## src/rtl/bitwise_pkg.sv

```systemverilog
// bitwise_pkg: definitions shared by bitwise_unit and its result buffer.
//   op_e              - 3-bit operation select carried on in_op
//   BW_WIDTH_DEFAULT  - default operand/result width
//   BW_DEPTH_DEFAULT  - default result buffer depth (power of two)
package bitwise_pkg;

  localparam int BW_WIDTH_DEFAULT = 32;
  localparam int BW_DEPTH_DEFAULT = 2;

  typedef enum logic [2:0] {
    OP_AND    = 3'd0,
    OP_OR     = 3'd1,
    OP_XOR    = 3'd2,
    OP_NOR    = 3'd3,
    OP_NAND   = 3'd4,
    OP_XNOR   = 3'd5,
    OP_ANDN   = 3'd6,  // a & ~b
    OP_PASS_A = 3'd7
  } op_e;

endpackage

```

## src/rtl/bitwise_fifo.sv

```systemverilog
// bitwise_fifo: result buffer for bitwise_unit, DEPTH entries of W bits.
// Ports:
//   clock, reset_n  - rising-edge clock, asynchronous active-low reset
//   push, wdata     - write an entry (ignored while full)
//   pop             - drop the head entry (ignored while empty)
//   rdata           - head entry (zero after reset)
//   full, empty     - registered occupancy status
// Handshake: the owner raises push only when it has seen full=0 and pop only
// when it has seen empty=0; both take effect on the same rising edge.
module bitwise_fifo #(
  parameter int W     = 33,
  parameter int DEPTH = 2
) (
  input  logic         clock,
  input  logic         reset_n,
  input  logic         push,
  input  logic [W-1:0] wdata,
  input  logic         pop,
  output logic [W-1:0] rdata,
  output logic         full,
  output logic         empty
);

  localparam int AW    = $clog2(DEPTH);
  localparam int CNT_W = AW + 1;

  logic [W-1:0]     mem [DEPTH];
  logic [AW-1:0]    wr_ptr;
  logic [AW-1:0]    rd_ptr;
  logic [CNT_W-1:0] count;
  logic             push_ok;
  logic             pop_ok;

  assign full    = (count == CNT_W'(DEPTH));
  assign empty   = (count == '0);
  assign push_ok = push & ~full;
  assign pop_ok  = pop & ~empty;
  assign rdata   = mem[rd_ptr];

  // Pointers are exactly AW bits wide, so DEPTH being a power of two makes
  // the increment wrap modulo DEPTH for free.
  always_ff @(posedge clock or negedge reset_n) begin
    if (!reset_n) begin
      wr_ptr <= '0;
      rd_ptr <= '0;
      count  <= '0;
      for (int i = 0; i < DEPTH; i++) mem[i] <= '0;
    end else begin
      if (push_ok) begin
        mem[wr_ptr] <= wdata;
        wr_ptr      <= wr_ptr + 1'b1;
      end
      if (pop_ok) rd_ptr <= rd_ptr + 1'b1;
      case ({push_ok, pop_ok})
        2'b10:   count <= count + 1'b1;
        2'b01:   count <= count - 1'b1;
        default: count <= count;
      endcase
    end
  end

endmodule

```

## src/rtl/bitwise_unit.sv

```systemverilog
// bitwise_unit: pipelined bitwise ALU with an accumulator and a result buffer.
// Ports:
//   clock, reset_n        - rising-edge clock, asynchronous active-low reset
//   in_valid/in_ready     - request handshake; accept when both are 1
//   in_a, in_b, in_op     - operands and op select (bitwise_pkg::op_e)
//   in_acc                - use accumulator in place of in_b and write result back
//   acc_clear             - clear accumulator at the next edge (wins over write-back)
//   out_valid/out_ready   - result handshake; pop when both are 1
//   out_data, out_zero    - head result and its all-zero flag
//   out_parity            - XOR of head result (only with BITWISE_UNIT_PARITY_EN)
// Handshake: a transfer happens on a rising edge where valid and ready are
// both 1; ready never depends combinationally on the other side's valid/ready.
// Build option: define BITWISE_UNIT_PARITY_EN to add out_parity and its storage.
module bitwise_unit
  import bitwise_pkg::*;
#(
  parameter int WIDTH = BW_WIDTH_DEFAULT,
  parameter int DEPTH = BW_DEPTH_DEFAULT
) (
  input  logic             clock,
  input  logic             reset_n,
  input  logic             in_valid,
  output logic             in_ready,
  input  logic [WIDTH-1:0] in_a,
  input  logic [WIDTH-1:0] in_b,
  input  logic [2:0]       in_op,
  input  logic             in_acc,
  input  logic             acc_clear,
  output logic             out_valid,
  input  logic             out_ready,
  output logic [WIDTH-1:0] out_data,
`ifdef BITWISE_UNIT_PARITY_EN
  output logic             out_parity,
`endif
  output logic             out_zero
);

`ifdef BITWISE_UNIT_PARITY_EN
  localparam int FLAG_W = 2;  // {parity, zero}
`else
  localparam int FLAG_W = 1;  // {zero}
`endif
  localparam int EW = WIDTH + FLAG_W;

  op_e             op;
  logic            rdy_q;      // low through reset, high from the first edge after
  logic [WIDTH-1:0] acc_q;
  logic [WIDTH-1:0] operand_b;
  logic [WIDTH-1:0] result;
  logic            full;
  logic            empty;
  logic            accept;
  logic            pop;
  logic [EW-1:0]   wdata;
  logic [EW-1:0]   rdata;

  assign op        = op_e'(in_op);
  assign operand_b = in_acc ? acc_q : in_b;

  always_comb begin
    result = '0;
    case (op)
      OP_AND:    result = in_a & operand_b;
      OP_OR:     result = in_a | operand_b;
      OP_XOR:    result = in_a ^ operand_b;
      OP_NOR:    result = ~(in_a | operand_b);
      OP_NAND:   result = ~(in_a & operand_b);
      OP_XNOR:   result = ~(in_a ^ operand_b);
      OP_ANDN:   result = in_a & ~operand_b;
      OP_PASS_A: result = in_a;
      default:   result = '0;
    endcase
  end

`ifdef BITWISE_UNIT_PARITY_EN
  assign wdata = {^result, ~|result, result};
`else
  assign wdata = {~|result, result};
`endif

  assign in_ready = rdy_q & ~full;
  assign accept   = in_valid & in_ready;
  assign pop      = ~empty & out_ready;

  always_ff @(posedge clock or negedge reset_n) begin
    if (!reset_n) begin
      rdy_q <= 1'b0;
      acc_q <= '0;
    end else begin
      rdy_q <= 1'b1;
      if (acc_clear)             acc_q <= '0;
      else if (accept && in_acc) acc_q <= result;
    end
  end

  bitwise_fifo #(
    .W     (EW),
    .DEPTH (DEPTH)
  ) u_fifo (
    .clock   (clock),
    .reset_n (reset_n),
    .push    (accept),
    .wdata   (wdata),
    .pop     (pop),
    .rdata   (rdata),
    .full    (full),
    .empty   (empty)
  );

  // Outputs are forced to zero while empty so stale entries never show.
  assign out_valid = ~empty;
  assign out_data  = empty ? '0 : rdata[WIDTH-1:0];
  assign out_zero  = ~empty & rdata[WIDTH];
`ifdef BITWISE_UNIT_PARITY_EN
  assign out_parity = ~empty & rdata[WIDTH+1];
`endif

endmodule

```

## config.mk

```make
export PLATFORM = sky130hd
export DESIGN_NAME = bitwise_unit
export DESIGN_NICKNAME = d
export VERILOG_FILES = /design/src/rtl/bitwise_pkg.sv /design/src/rtl/bitwise_fifo.sv /design/src/rtl/bitwise_unit.sv
export SDC_FILE = /design/constraint.sdc
export NUM_CORES = 1
export LEC_CHECK = 0
export CORE_MARGIN = 2
export CORE_UTILIZATION = 55
export DETAILED_ROUTE_END_ITERATION = 8
export PLACE_DENSITY = 0.85
export SETUP_SLACK_MARGIN = 0.02
export SYNTH_ARGS = -nofsm -noshare
export SYNTH_HDL_FRONTEND = slang
export SYNTH_SLANG_ARGS = --single-unit
```

## constraint.sdc

```tcl
create_clock -name clock -period 7.7 [get_ports clock]
set_clock_uncertainty 0.2 [all_clocks]
set_input_delay 0.77 -clock clock [delete_from_list [all_inputs] [get_ports clock]]
set_output_delay 0.77 -clock clock [all_outputs]
set_load 0.01 [all_outputs]
```

==> reports/metrics.cfg <==
[outcome]
outcome=completed

[sta]
max_freq_mhz=233
worst_pin_slew_ns=1.08
hold_viol_final=0
setup_viol=0
period_needed_ns=4.29
slew_viol_final=0
rsz0062_at_grt=no
setup_tns_ns=0
slew_headroom_pct=28.2
fin_crit_sh_pct=55.7

[floorplan]
die_h_um=127
io_pins=108
core_um2=14600
rows=44
die_area_um2=16000
fp.dieW_um=127
initial_utilization_pct=56.6

[yosys]
synth_area_um2=8260
synthCells=864
async_flop_share_pct=100
synth_edf_count=0
ys_seq_area_share_pct=31.2
synth.most_common_cell=mux2i_1
syn_nets=1034
avgSynthCellArea_um2=9.56
synth_top_area_share_pct=31.2
synth_area_leaders=dfrtp_1, ha_1, mux2i_1, mux2_2, o21ai_0
ys_top_cells_by_count=mux2i_1, dfrtp_1, ha_1
ys_ff_latch=103
ys_warn_count=0
ys.flop_type=dfrtp_1
synth_top_area_cell=dfrtp_1
ys_types=50

[clock_tree]
cts_num_sinks=103
clock_latency_ns=0.35
postCtsHoldBufs=0
cts_tree=built
cts_resized=0
post-cts-setup-buffers=0
cts.root.buffer_cell=clkbuf_16
path_clk_slew_ns=0.07
cts_buffer_depth=2
numCtsBuffers=9
htree_levels=3

[setup_path]
critPathKind=primary input to register
worstSetupStartpointType=primary input
cp_top_family=buffers and inverters
crit_fanout=22
worstPathRequired_ns=7.79
worstPathCellList=clkdlybuf4s50_1 -> inv_1 -> nand2_1 -> o221ai_1 -> nor4_1 -> nand4_1 -> nor4_2 -> mux2_1
max_stage_delay_ns=1.11
slowest_stage=clkdlybuf4s50_1
arrival_ns=4.38
end_kind=register
path_buf_inv=2

[route]
drtPass1Iterations=5
drt-total-wl_um=20000
via_count=6654
first_iter_violations=507
wl_per_cell_um=17.9
ant_nets=0
drc=0
routed_via_density=5.95

[power_and_ir_drop]
power_density_nw_per_um2=249
leakagePower_nw=4.72
ir_worst_vdd_uv=162

[placed_design]
routabilityCongestion=0.844
io_buffer_count=107
hpwlAfterDp_um=14200

[final_layout]
nets=1100
fin_util_pct=65.9
syn_to_final_growth_pct=16.5
layout-drive-gt1-share_pct=10.2
n_antenna_cell=0

[global_route]
grt_pass1_vias=6482
gr-total-overflow=0
grt_pass1_wl_um=33000
antenna_found_initial=0
track_usage_pct=25.5
grt_max_degree=115

[hold_path]
holdCritPathClass=primary input to asynchronous set/reset pin

[job]
drv_cap=0

==> metal layers <==
layer	wire length (um)	global-route usage (%)	share of wire, %	vias up
li1	-	-	-	3181
met4	318	5.75	1.6	0
met2	9070	39.6	45	221
met5	0	0	0	-
met3	1370	4.93	6.8	24
met1	9260	37.0	46	3228
==> metrics by stage <==
step / hold WS, ns / setup WS, ns / cell area (um2) / instances / power (W)
global route: 0.112 / 3.15 / 9620 / 1119 / 0.00255
finish: 0.0898 / 3.41 / 9620 / 1119 / 0.00240
global placement: 0.260 / 3.21 / 9340 / 1103 / 0.00193
CTS: 0.0925 / 3.43 / 9620 / 1119 / 0.00240
detailed placement: 0.269 / 3.07 / 9340 / 1103 / 0.00196
floorplan: 0.249 / 3.78 / 8260 / 864 / 0.00149
==> registers in the layout, summed over array words and instances, names as in the netlist <==
name and cells:
rdy_q 1, u_fifo.rd_ptr 1, u_fifo.count 2, u_fifo.wr_ptr 1, acc_q 32, u_fifo.mem 66
==> layout by cell type (no fill, tap or decap), drive strengths merged, types with 6 or more instances in the layout <==
cell type and instances:
mux2i 113, clkdlybuf4s50 104, dfrtp 103, ha 97
inv 73, nand2 72, nor2 68, o21ai 64
mux2 64, a21oi 29, a22o 16, o22ai 12
o221ai 12, clkbuf 11, buf 11, a221oi 9
nand2b 8, a22oi 8, mux4 8, o221a 6
==> area by class of cell <==
type / instances / area (um2)
tap: 184 / 230
fill: 1078 / 4970
multi-input combinational: 629 / 5140
clock buffer: 11 / 233
sequential: 103 / 2580
clock inverter: 5 / 43.8
timing repair buffer: 115 / 1120
inverter: 72 / 270
==> power breakdown <==
group          switching, W  internal (W)  total, W
Combinational      0.000516      0.000572   0.00109
Clock              0.000212      0.000223  0.000435
Sequential         0.000147      0.000725  0.000872
Total              0.000875       0.00152   0.00240
==> final timing paths <==
check | cells past startpoint | start | end | slack (ns)
max | 8 | in_op[2] | u_fifo.mem[32]$_DFFE_PN0P_ | 3.41
min | 1 | reset_n | u_fifo.mem[25]$_DFFE_PN0P_ | 0.09
max reg2reg | 8 | acc_q[29]$_DFFE_PN0P_ | u_fifo.mem[32]$_DFFE_PN0P_ | 4.45
min reg2reg | 2 | u_fifo.mem[63]$_DFFE_PN0P_ | u_fifo.mem[63]$_DFFE_PN0P_ | 0.28
max in group asynchronous | 2 | reset_n | acc_q[9]$_DFFE_PN0P_ | 5.86
min in group clock | 2 | u_fifo.mem[63]$_DFFE_PN0P_ | u_fifo.mem[63]$_DFFE_PN0P_ | 0.28
==> logic make-up (layout without fill, tap and decap cells) <==
family / Yosys count / in the layout / share of synthesized area (%)
muxes: 185 / 185 / 24.7
AOI/OAI and AO/OA: 171 / 171 / 13.5
and+or+nand+nor: 171 / 171 / 8.74
buffers and inverters: 132 / 203 / 6.74
DFF: 103 / 103 / 31.2
adders and majority gates: 97 / 97 / 14.7
xor gates and xnor gates: 4 / 4 / 0.424
other: 1 / 1 / 0.0454
(Power assumes the default switching activity.)
